File: src/rtl/rv32i_program_loader_if.sv
`default_nettype none
// ============================================================================
//  Module      : rv32i_program_loader_if
//  Description : Bundles the byte-stream handshake feeding the program loader
//                and the instruction-memory write port it drives.
//                  byte_valid / byte_data / byte_ready : byte stream in
//                  imem_we / imem_addr / imem_wdata    : imem write port out
//                Modport "slave" is the loader's view; "master" is the view
//                of whoever sources bytes and observes the memory writes.
//  Revision    : 1.0  initial release
// ============================================================================
interface rv32i_program_loader_if #(
    parameter int W      = 32,
    parameter int ADDR_W = 32
);
    logic              byte_valid;
    logic [7:0]        byte_data;
    logic              byte_ready;
    logic              imem_we;
    logic [ADDR_W-1:0] imem_addr;
    logic [W-1:0]      imem_wdata;

    modport master (
        output byte_valid,
        output byte_data,
        input  byte_ready,
        input  imem_we,
        input  imem_addr,
        input  imem_wdata
    );

    modport slave (
        input  byte_valid,
        input  byte_data,
        output byte_ready,
        output imem_we,
        output imem_addr,
        output imem_wdata
    );
endinterface
`default_nettype wire

File: src/rtl/rv32i_program_loader.sv
`default_nettype none
// ============================================================================
//  Module      : rv32i_program_loader
//  Description : Boot-time loader placed in front of the RV32I instruction
//                memory. Collects a little-endian byte stream into W-bit
//                instruction words, writes each non-zero word to byte address
//                word_count*INC, and keeps the core in reset until a zero
//                word (terminator) arrives or DEPTH words have been written.
//  Ports       : clk        - system clock, rising edge
//                rst        - asynchronous, active-low reset
//                start      - begin a new load (honoured in IDLE or DONE)
//                bus        - slave modport: byte stream in, imem write out
//                cpu_rst    - active-low core reset, 1 only in DONE
//                busy       - loader is collecting or writing
//                done       - program loaded, core released
//                word_count - instruction words written in this load
//                overflow   - DEPTH words written without a terminator
//  Revision    : 1.0  initial release
// ============================================================================
module rv32i_program_loader #(
    parameter int W      = 32,
    parameter int DEPTH  = 100,
    parameter int INC    = 4,
    parameter int ADDR_W = 32,
    parameter int CNT_W  = $clog2(DEPTH + 1)
) (
    input  wire logic             clk,
    input  wire logic             rst,
    input  wire logic             start,
    rv32i_program_loader_if.slave bus,
    output logic                  cpu_rst,
    output logic                  busy,
    output logic                  done,
    output logic [CNT_W-1:0]      word_count,
    output logic                  overflow
);

    localparam int LANES  = W / 8;
    localparam int LANE_W = (LANES > 1) ? $clog2(LANES) : 1;

    typedef enum logic [1:0] {
        ST_IDLE    = 2'd0,
        ST_COLLECT = 2'd1,
        ST_WRITE   = 2'd2,
        ST_DONE    = 2'd3
    } state_t;

    state_t              state, state_nxt;
    logic [LANE_W-1:0]   lane, lane_nxt;
    logic [W-1:0]        asm_word, asm_nxt;
    logic [W-1:0]        word_merged;
    logic                accept;
    logic                last_lane;
    logic [CNT_W-1:0]    count_inc;

    // Registered output copies and their next values
    logic                byte_ready_q, byte_ready_nxt;
    logic                imem_we_q, imem_we_nxt;
    logic [ADDR_W-1:0]   imem_addr_q, imem_addr_nxt;
    logic [W-1:0]        imem_wdata_q, imem_wdata_nxt;
    logic                cpu_rst_q, cpu_rst_nxt;
    logic                busy_q, busy_nxt;
    logic                done_q, done_nxt;
    logic [CNT_W-1:0]    word_count_q, word_count_nxt;
    logic                overflow_q, overflow_nxt;

    // byte_ready is a register that is only ever 1 in COLLECT, so it alone
    // qualifies the handshake; the state term keeps the intent explicit.
    assign accept    = (state == ST_COLLECT) && bus.byte_valid && byte_ready_q;
    assign last_lane = (lane == LANE_W'(LANES - 1));
    assign count_inc = word_count_q + 1'b1;

    // Assembly register with the byte currently on the bus dropped into its
    // lane; used so the complete word is known on the last handshake edge and
    // the write strobe can be registered for the very next cycle.
    always_comb begin
        word_merged = asm_word;
        word_merged[{lane, 3'b000} +: 8] = bus.byte_data;
    end

    always_comb begin
        state_nxt      = state;
        lane_nxt       = lane;
        asm_nxt        = asm_word;
        imem_we_nxt    = 1'b0;
        imem_addr_nxt  = imem_addr_q;
        imem_wdata_nxt = imem_wdata_q;
        word_count_nxt = word_count_q;
        overflow_nxt   = overflow_q;

        case (state)
            ST_IDLE: begin
                if (start) begin
                    state_nxt      = ST_COLLECT;
                    lane_nxt       = '0;
                    asm_nxt        = '0;
                    word_count_nxt = '0;
                    overflow_nxt   = 1'b0;
                end
            end

            ST_COLLECT: begin
                if (accept) begin
                    asm_nxt = word_merged;
                    if (last_lane) begin
                        lane_nxt  = '0;
                        state_nxt = ST_WRITE;
                        // A zero word is the terminator and never reaches memory.
                        if (word_merged != '0) begin
                            imem_we_nxt    = 1'b1;
                            imem_addr_nxt  = ADDR_W'(word_count_q) * ADDR_W'(INC);
                            imem_wdata_nxt = word_merged;
                        end
                    end else begin
                        lane_nxt = lane + 1'b1;
                    end
                end
            end

            ST_WRITE: begin
                if (asm_word == '0) begin
                    state_nxt = ST_DONE;
                end else begin
                    word_count_nxt = count_inc;
                    if (count_inc == CNT_W'(DEPTH)) begin
                        overflow_nxt = 1'b1;
                        state_nxt    = ST_DONE;
                    end else begin
                        state_nxt = ST_COLLECT;
                    end
                end
            end

            ST_DONE: begin
                if (start) begin
                    state_nxt      = ST_COLLECT;
                    lane_nxt       = '0;
                    asm_nxt        = '0;
                    word_count_nxt = '0;
                    overflow_nxt   = 1'b0;
                end
            end

            default: begin
                state_nxt = ST_IDLE;
            end
        endcase

        // Status outputs are registered, so derive them from the next state.
        byte_ready_nxt = (state_nxt == ST_COLLECT);
        busy_nxt       = (state_nxt == ST_COLLECT) || (state_nxt == ST_WRITE);
        done_nxt       = (state_nxt == ST_DONE);
        cpu_rst_nxt    = (state_nxt == ST_DONE);
    end

    always_ff @(posedge clk or negedge rst) begin
        if (!rst) begin
            state        <= ST_IDLE;
            lane         <= '0;
            asm_word     <= '0;
            byte_ready_q <= 1'b0;
            imem_we_q    <= 1'b0;
            imem_addr_q  <= '0;
            imem_wdata_q <= '0;
            cpu_rst_q    <= 1'b0;
            busy_q       <= 1'b0;
            done_q       <= 1'b0;
            word_count_q <= '0;
            overflow_q   <= 1'b0;
        end else begin
            state        <= state_nxt;
            lane         <= lane_nxt;
            asm_word     <= asm_nxt;
            byte_ready_q <= byte_ready_nxt;
            imem_we_q    <= imem_we_nxt;
            imem_addr_q  <= imem_addr_nxt;
            imem_wdata_q <= imem_wdata_nxt;
            cpu_rst_q    <= cpu_rst_nxt;
            busy_q       <= busy_nxt;
            done_q       <= done_nxt;
            word_count_q <= word_count_nxt;
            overflow_q   <= overflow_nxt;
        end
    end

    assign bus.byte_ready = byte_ready_q;
    assign bus.imem_we    = imem_we_q;
    assign bus.imem_addr  = imem_addr_q;
    assign bus.imem_wdata = imem_wdata_q;
    assign cpu_rst        = cpu_rst_q;
    assign busy           = busy_q;
    assign done           = done_q;
    assign word_count     = word_count_q;
    assign overflow       = overflow_q;

endmodule
`default_nettype wire

File: src/flat_wrapper.sv
// flat-port wrapper written by rule: the top's interface ports become plain ports
module rv32i_program_loader_flat 
#(
    parameter int W      = 32,
    parameter int DEPTH  = 100,
    parameter int INC    = 4,
    parameter int ADDR_W = 32,
    parameter int CNT_W  = $clog2(DEPTH + 1)
)
  (clk, rst, start, cpu_rst, busy, done, word_count, overflow, bus_byte_valid, bus_byte_data, bus_byte_ready, bus_imem_we, bus_imem_addr, bus_imem_wdata);
  rv32i_program_loader_if #(.W(W), .ADDR_W(ADDR_W)) bus_i ();
  input  wire logic clk;
  input  wire logic rst;
  input  wire logic start;
  output logic cpu_rst;
  output logic busy;
  output logic done;
  output logic [CNT_W-1:0] word_count;
  output logic overflow;
  input wire logic [$bits(bus_i.byte_valid)-1:0] bus_byte_valid;
  input wire logic [$bits(bus_i.byte_data)-1:0] bus_byte_data;
  output wire logic [$bits(bus_i.byte_ready)-1:0] bus_byte_ready;
  output wire logic [$bits(bus_i.imem_we)-1:0] bus_imem_we;
  output wire logic [$bits(bus_i.imem_addr)-1:0] bus_imem_addr;
  output wire logic [$bits(bus_i.imem_wdata)-1:0] bus_imem_wdata;
  assign bus_i.byte_valid = bus_byte_valid;
  assign bus_i.byte_data = bus_byte_data;
  assign bus_byte_ready = bus_i.byte_ready;
  assign bus_imem_we = bus_i.imem_we;
  assign bus_imem_addr = bus_i.imem_addr;
  assign bus_imem_wdata = bus_i.imem_wdata;
  rv32i_program_loader #(.W(W), .DEPTH(DEPTH), .INC(INC), .ADDR_W(ADDR_W), .CNT_W(CNT_W)) u_core (.clk(clk), .rst(rst), .start(start), .bus(bus_i), .cpu_rst(cpu_rst), .busy(busy), .done(done), .word_count(word_count), .overflow(overflow));
endmodule
File: config.mk
export PLATFORM = sky130hd
export DESIGN_NAME = rv32i_program_loader_flat
export DESIGN_NICKNAME = d
export VERILOG_FILES = /design/src/rtl/rv32i_program_loader_if.sv /design/src/rtl/rv32i_program_loader.sv /design/src/flat_wrapper.sv
export SDC_FILE = /design/constraint.sdc
export NUM_CORES = 1
export LEC_CHECK = 0
export BUFFER_PORTS_ARGS = -buffer_cell sky130_fd_sc_hd__buf_2
export CORE_ASPECT_RATIO = 0.6
export CORE_MARGIN = 3
export CORE_UTILIZATION = 35
export CTS_CLUSTER_DIAMETER = 40
export DETAILED_ROUTE_END_ITERATION = 8
export SLEW_MARGIN = 40
export SYNTH_ARGS = -nofsm -noshare
export SYNTH_HDL_FRONTEND = slang
export SYNTH_SLANG_ARGS = --single-unit
export TNS_END_PERCENT = 1
File: constraint.sdc
create_clock -name clk -period 3.3 [get_ports clk]
set_input_delay 0.99 -clock clk [delete_from_list [all_inputs] [get_ports clk]]
set_output_delay 0.99 -clock clk [all_outputs]
set_load 0.01 [all_outputs]
**Word level (Yosys, flattened, before mapping)**

Index checks and enable logic that the tools add are counted.

- Input port bits: 12
- Word-level logic and storage cells: 66
- Register bits after elaboration: 87
- Output and inout bits: 77

- Multiplexer cells: 25
- Shift-type cells: 2
- Add/subtract/negate cells: 3
- Reductions and logical operators: 13
- Equality and inequality tests: 12

Operators with widths:

| cell | count |
|---|---|
| $mux 32 | 2 |
| $pmux 32 s2 | 1 |
| $bwmux 32 | 1 |
| $logic_not 32->1 | 1 |
| $reduce_bool 32->1 | 1 |
| $shift 8x7->32 const A | 1 |
| $shiftx 8x7->32 | 1 |
| $mux 2 | 8 |
| $mux 7 | 2 |
| $pmux 7 s2 | 1 |
| $eq 2x2->1 const B | 5 |
| $reduce_and 4->1 | 2 |
| $add 7x1->7 const B | 1 |
| $eq 7x7->1 const B | 1 |
| $mux 1 | 7 |
| $neg 5->7 | 1 |
| $ne 2x1->1 const B | 3 |
| $pmux 2 s3 | 1 |
| $reduce_and 3->1 | 2 |
| $eq 2x1->1 const B | 2 |
| $pmux 2 s2 | 1 |
| $reduce_bool 2->1 | 2 |
| $add 2x1->2 const B | 1 |
| $logic_and 1x1->1 | 2 |
| other kinds (5) | 5 |

**Depth between registers and ports, before layout**

Gate-level depths: netlist (run 1).

- Depth after elaboration: 8
- Gate-level depth with buffers: 13
- Depth with buffers taken out: 9

**Worst setup path after synthesis (run 1)**

Ideal clock, no wire load.

- Path type: flip-flop to flip-flop
- Start: register u_core.lane[0]
- End: register u_core.imem_addr_q[3], in the netlist u_core.bus.imem_addr[3]
- Cell stages (with the launch flop): 12
- Clock period less this slack: 2.559 ns
- Slack: 0.741 ns
- Setup time: 0.128 ns
- Buffers on the path: 3
- Arrival time: 2.432 ns
- Data required time: 3.172 ns
- Cells stage by stage: dfrtp_1 buf_2 inv_1 ha_1 and4bb_1 and2_1 buf_4 a22oi_1 and2_1 a41o_1 buf_6 mux2_1

- Longest elaborated chain between the ends: 5
- Elaborated cells between the ends (all ways): 7
- Those cells by class: add/sub (1); eq/ne (1); shift (2); mux (1); reduce/logical (2)

RTL lines:

| what | RTL line | text |
|---|---|---|
| from (decl) | rv32i_program_loader.sv:49 | `logic [LANE_W-1:0] lane, lane_nxt;` |
| from (signal assigned) | rv32i_program_loader.sv:172 | `lane <= lane_nxt;` |
| $neg 5->7 | rv32i_program_loader.sv:78 | `word_merged[{lane, 3'b000} +: 8] = bus.byte_data;` |
| $shiftx 8x7->32 / $shift 8x7->32 (equally long branches) | rv32i_program_loader.sv:78 |  |
| $bwmux 32 | rv32i_program_loader.sv:78 |  |
| $reduce_bool 32->1 | rv32i_program_loader.sv:109 | `if (word_merged != '0) begin` |
| $reduce_and 4->1 (no line) * | -- |  |
| to (signal assigned) | rv32i_program_loader.sv:176 | `imem_addr_q <= imem_addr_nxt;` |
| to (decl) | rv32i_program_loader.sv:59 | `logic [ADDR_W-1:0] imem_addr_q, imem_addr_nxt;` |

Every way passes the cells marked *; elsewhere a longest branch is shown, timed or not.
A chain may end at the register's enable or synchronous reset.

**Worst setup path in the final report (run 1)**

- Start: register u_core.lane[0]
- End: register u_core.imem_addr_q[4], in the netlist u_core.bus.imem_addr[4]

The elaborated chain is that of the path after synthesis.

==> run summary, run 1 <==
power consumption: 3.57 mW
fin. max-slew vios: 0
Syn. warnings: 0
Synth area leaders: dfrtp_1 (50%), buf_4 (4.8%), o21ai_0 (4.3%)
# hold bufs at CTS: 0
Die Area: 13800 sq um
1st-iter DRT viols: 408
top cell family by delay on the critical path: simple AND/OR/NAND/NOR gates
Final ANT Viol Nets: 0
gpl congestion: 0.962
Layout Cells excl Fill: 658
setup_tns: 0 ns
sequential area share after synthesis: 50.1%
WP data required: 3.52 ns
clock sink total: 87
Core ar.: 11700 sq um
Clock transition at path regs: 0.06 ns
I/O pin total: 89
layout cells sized above 1: 19.7%
CP Buf/Inv Count: 2
initial antenna violation count: 1
Clock Path Buffers: 2
largest area contributor in the netlist: dfrtp_1
dpl cells: 642
global-route wire length before repair: 19.4 mm
Synth Area in Adders: 3.17%
Die W: 150 um
Distinct cells, synth: 46
Fin. Hold Viols: 0
Residual DRC: 0
asr flop ratio synth: 100%
Worst IR Drop VDD: 0.000488 V
post-DP HPWL: 8.99 mm
Critical Path Sink Type: flip-flop
Rel. slew slack: 51.7%
via count: 3499
Max Cap Viol: 0
Setup Viol. Count Final: 0
number of synthesized flops with an enable pin: 0
largest net degree at the start of global routing: 55
CP Data Arrival Time: 3.28 ns
WS Path Type: reg2reg
vias in the first global route: 3358
outcome: completed
Crit path largest cell delay: 0.49 ns
clk_lat worst skew: 0.34 ns
CP Cell Sequence: inv_1, ha_1, and3b_1, a31oi_1, nand4_1, nor2_1, a41o_1, buf_4, mux2_1
drt pass-1 iters: 4
fillers: 1169
post-route minimum period: 3.05 ns
grt ovf: 0
Max Clock Skew: 0.00550 ns
Site Rows: 30
ANT cells: 0
Synth Area in Compound Gates: 18.2%
Simple-Gate Fraction of Synth Area: 17.0%
register bit count reported by yosys: 87
Slowest-stage cell, CP: dfrtp_2
Post-Syn Instances: 438
Post-Synth XOR/XNOR Area: 0%
critical path fanouts, max: 12
Worst Max-Slew Pin Slew: 0.718 ns
Starting Density: 37.1%
RSZ-0062 raised after global routing: no
WL per Instance: 18.6 um
Root Driver: clkbuf_16
leakage power: 2.57 nW
synthesized area: 4350 sq um
fmax: 327 MHz
Final Util: 42.5%
CTS buffer count: 9
final wirelength: 12.2 mm
Fin Hold WS: 0.473 ns
nets@finish: 516
Layout area overhead: 14.6%
Power per Cell Area: 717 nW/um^2
post-route clock period utilization: 92.5%
htree depth: 3
gr usage total: 18.3%
setup bufs post-CTS: 0
Vias/cell: 5.32
main combinational cell family by area after synthesis: compound AO/OA/AOI/OAI gates
CTS tree: done
Die Y: 92.3 um
post-synthesis mux area share: 2.91%
share of the synthesized area in the top cell type: 50.1%
crit path launch type: flip-flop
main flop type after synthesis: dfrtp_1
Port Buffers: 63
Min-Delay Path Class: reg2reg
synthesized area per cell: 9.93 sq um
-- final timing paths --
check                                           from                        end  slack [ns]  cells after the start
min reg2reg                u_core.bus.imem_wdata[23]  u_core.bus.imem_wdata[23]        0.47                      1
max                                   u_core.lane[0]    u_core.bus.imem_addr[4]        0.25                      9
max reg2reg                           u_core.lane[0]    u_core.bus.imem_addr[4]        0.25                      9
min                        u_core.bus.imem_wdata[23]  u_core.bus.imem_wdata[23]        0.47                      1
min in group asynchronous                        rst        u_core.asm_word[27]        0.60                      1
max in group asynchronous                        rst             u_core.lane[0]        2.04                      2
-- synth_stat cells (2+ instances only) --
cell       instances
mux2_1             3
buf_2              3
nor4_1             7
inv_1             11
nor3_1             5
nand3_1            9
a31oi_1           16
buf_4             28
a21o_1            20
clkbuf_1          15
a22o_1             3
o21ai_0           37
a21oi_1           13
nor2_1            35
mux2_4             4
dfrtp_1           87
nor2b_1           25
nand4_1            6
mux2_2             2
buf_6              4
or2_2              2
and2_1             6
o31ai_1            2
nand2_1           42
o2bb2ai_1         16
ha_1              11
a22oi_1            7
-- flip-flops by register name, summed over array words and instances (netlist names) --
signal and count:
u_core.busy 1, u_core.bus.imem_addr 7, u_core.lane 2, u_core.bus.imem_we 1, u_core.word_count 7, u_core.bus.byte_ready 1
u_core.cpu_rst 1, u_core.overflow 1, u_core.asm_word 32, u_core.state 2, u_core.bus.imem_wdata 32
-- routing by layer --
| layer | share of wire (%) | vias to the layer above | track usage (%) |
|---|---|---|---|
| met4 | 0.60 | 2 | 3.50 |
| met5 | 0.11 | - | 0 |
| met2 | 39 | 141 | 22.3 |
| met1 | 51 | 1739 | 30.2 |
| met3 | 9.7 | 10 | 6.31 |
| li1 | - | 1607 | - |
-- cells by family after synthesis --
group / count (synthesis)
muxes: 10
AOI/OAI and AO/OA: 121
and+or+nand+nor: 146
other: 1
DFF: 87
buffers and inverters: 62
adders and majority gates: 11
-- layout by cell type (no fill, tap or decap), drive strengths merged, types with 9 or more instances in the layout --
master and instances:
a31oi 16, ha 11, conb 25, a21oi 13
nor2 35, clkbuf 12, a21o 20, o2bb2ai 16
nor2b 25, inv 11, nand3 9, buf 70
mux2 9, nand2 42, dfrtp 87, o21ai 38
-- where the power goes --
group	total [mW]	internal [mW]	switching, mW
Sequential	1.32	1.18	0.143
Combinational	1.31	0.403	0.902
Clock	0.945	0.532	0.413
Total	3.57	2.11	1.46
-- through the flow --
stage / worst slack, ns / cell area [sq um]
finish: 0.246 / 4980
global route: 0.0535 / 4980
CTS: 0.151 / 4970
detailed placement: 0.175 / 4700
global placement: 0.282 / 4690
floorplan: 0.741 / 4440
-- what timing repair did --
item	in CTS	in global routing
endpoints found under the setup margin	0	7
resized for setup	0	2
hold endpoints to repair	0	0
-- final cells by class --
type	instances	area (sq um)	share of cell area, %
inverters	12	45.0	0.904
flip-flops and latches	87	2180	43.7
well taps	160	200	4.02
clock buffers	12	246	4.95
clock inverters	4	31.3	0.628
repair buffers	70	383	7.68
multi-input cells	313	1900	38.1
No activity file was read; power rests on OpenSTA's default activity.
==> run 2: changes to the inputs <==
- ABC_AREA: not set -> 1
==> run 2 against run 1 <==
Clock power grew 7%. Via count grew 15%. Worst setup slack gained 0.037 ns. Critical path depth grew 5. Clock skew grew 0.0037 ns. Highest routed layer is now met4. Synthesized area grew 8.6%. Utilization shrank 0.79 points. Global-route usage shrank 1.8 points. Final area grew 9.0%. Fmax grew 1.2%.
==> run summary, run 2 <==
Sw Ratio: 40.4%
CP Cell Sequence: inv_1, ha_1, nor2_1, nand3_1, nand2_1, inv_1, nand2_1, nor2_1, nand2_1, nor2_2, nand2_2, buf_4, nand3_1, nand2_1
# hold bufs at CTS: 0
setup bufs post-CTS: 0
nets@finish: 697
sequential area share after synthesis: 46.1%
Clk network pwr share: 27.8%
initial antenna violation count: 0
Layout area overhead: 15.1%
synthesized area per cell: 7.68 sq um
Worst Max-Slew Pin Slew: 0.728 ns
Distinct cells, synth: 29
post-DP HPWL: 8.92 mm
WL per Instance: 14.3 um
Clock transition at path regs: 0.06 ns
Synth area leaders: dfrtp_1 (46%), nand2_1 (14%), inv_1 (6.6%)
RSZ-0062 raised after global routing: no
WS Path Type: reg2reg
cts repair resizes: 0
drt pass-1 iters: 5
register share of total power: 35.3%
post-route clock period utilization: 91.4%
largest area contributor in the netlist: dfrtp_1
switching pwr: 1.47 mW
Die W: 156 um
register bit count reported by yosys: 87
commonest non-fill, non-tap cell in the layout: nand2_1
Max Cap Viol: 0
Clock Path Buffers: 2
Min-Delay Path Class: reg2reg
internal power: 2.16 mW
layout cells sized above 1: 16.2%
vias in the first global route: 3677
fmax: 332 MHz
grt ovf: 0
Port Buffers: 63
Rel. slew slack: 51.5%
ANT cells: 0
Critical Path Sink Type: flip-flop
outcome: completed
largest net degree at the start of global routing: 56
Final ANT Viol Nets: 0
Die Area: 15000 sq um
Syn. warnings: 0
Fin Hold WS: 0.467 ns
leakage power: 3.16 nW
top cells by count, synth: nand2_1 (172), dfrtp_1 (87), inv_1 (83), nor2_1 (79), nand3_1 (56)
Setup Viol. Count Final: 0
clk_lat worst skew: 0.34 ns
CP Data Arrival Time: 3.29 ns
Core ar.: 13000 sq um
Root Driver: clkbuf_16
gpl congestion: 1.00
gr usage total: 16.5%
via count: 4016
post-route minimum period: 3.02 ns
1st-iter DRT viols: 275
Power per Cell Area: 669 nW/um^2
fin. max-slew vios: 0
I/O pin total: 89
Crit path largest cell delay: 0.63 ns
asr flop ratio synth: 100%
Starting Density: 36.3%
WP data required: 3.57 ns
Slowest-stage cell, CP: dfrtp_1
part of the power in combinational logic: 36.9%
critical path fanouts, max: 23
CTS tree: done
number of synthesized flops with an enable pin: 0
CP Buf/Inv Count: 3
Fin. Hold Viols: 0
most frequent CP cell: nand2_1
final wirelength: 12.1 mm
share of the synthesized area in the top cell type: 46.1%
most frequent cells in the layout: nand2_1 (172), dfrtp_1 (87), inv_1 (83), nor2_1 (78), buf_2 (62)
htree depth: 3
Site Rows: 32
Max Clock Skew: 0.00924 ns
Post-Syn Instances: 615
Worst IR Drop VDD: 0.000298 V
main flop type after synthesis: dfrtp_1
clock sink total: 87
top cell family by delay on the critical path: simple AND/OR/NAND/NOR gates
CTS buffer count: 9
Vias/cell: 4.73
Die Y: 96.0 um
crit path launch type: flip-flop
synthesized area: 4720 sq um
global-route wire length before repair: 19.4 mm
top-count cell post-synth: nand2_1
setup_tns: 0 ns
Residual DRC: 0
## run 2: cell count changes after synthesis, sizes merged, moves of 7 or more
cell     change
a31oi       -16
a21o        -20
nor2        +47
inv         +76
nand2      +132
mux2         -9
o2bb2ai     -16
nand3       +58
o21ai       -38
a21oi       -12
a22oi        -7
nor2b       -25
nor4         -8
o22ai       +34
## run 2: tightest hold or removal path, cell delays in order, from the launching register on
cell and delay (ns):
dfrtp_1 0.34, nand2_1 0.05, nand2_1 0.04
## run 2: power by group through the flow
stage                     clock network, mW  registers (mW)  logic [mW]
after floorplan                           0            1.31       0.935
after global placement                    0            1.30        1.31
after detailed placement                  0            1.30        1.33
after CTS                              1.04            1.28        1.34
after global routing                   1.09            1.30        1.50
final                                  1.01            1.28        1.34
## run 2: path summary, 6_finish.rpt
path	from	endpoint	slack, ns	depth (start not counted)
min	u_core.bus.imem_wdata[21]	u_core.bus.imem_wdata[21]	0.47	2
max in group asynchronous	rst	u_core.bus.imem_wdata[4]	1.96	2
min in group asynchronous	rst	u_core.bus.imem_wdata[23]	0.70	1
min reg2reg	u_core.bus.imem_wdata[21]	u_core.bus.imem_wdata[21]	0.47	2
max	u_core.lane[0]	u_core.bus.imem_wdata[19]	0.28	14
max reg2reg	u_core.lane[0]	u_core.bus.imem_wdata[19]	0.28	14
## run 2: stage by stage
stage          utilization (%)  cells  area [sq um]  power [mW]  worst slack, ns
6_report                  41.8    849          5430        3.63            0.283
5_1_grt                   41.8    849          5430        3.89           0.0129
4_1_cts                   41.8    849          5430        3.67            0.318
3_5_place_dp              39.5    833          5140        2.63            0.338
3_3_place_gp              39.5    833          5140        2.61            0.343
2_1_floorplan                -    639          4810        2.24            0.931
## run 2: cell families (layout without fill, tap and decap cells)
logic type / count (synthesis) / after routing / synth area share [%]
AND/OR/NAND/NOR: 338 / 338 / 31.4
flip-flops: 87 / 87 / 46.1
XOR/XNOR: 5 / 5 / 0.927
adder cells (fa/ha/maj): 11 / 11 / 2.91
buffers and inverters: 135 / 175 / 13.5
other: 1 / 25 / 0.0794
AO/OA/AOI/OAI: 38 / 38 / 5.11
## run 2: final cells by class
cell class / count / area, sq um
clock buffers: 9 / 225
clock inverters: 7 / 71.3
fillers: 1319 / 7580
inverters: 87 / 327
multi-input cells: 417 / 2010
flip-flops and latches: 87 / 2180
well taps: 170 / 213
repair buffers: 72 / 410
## run 2: per-layer routing
layer	vias to the layer above	share of wire [%]	global-route usage, %
met5	-	0	0
met4	0	0.19	2.57
met3	2	8.8	5.12
met2	138	39	22.4
met1	1875	52	25.8
li1	2001	-	-
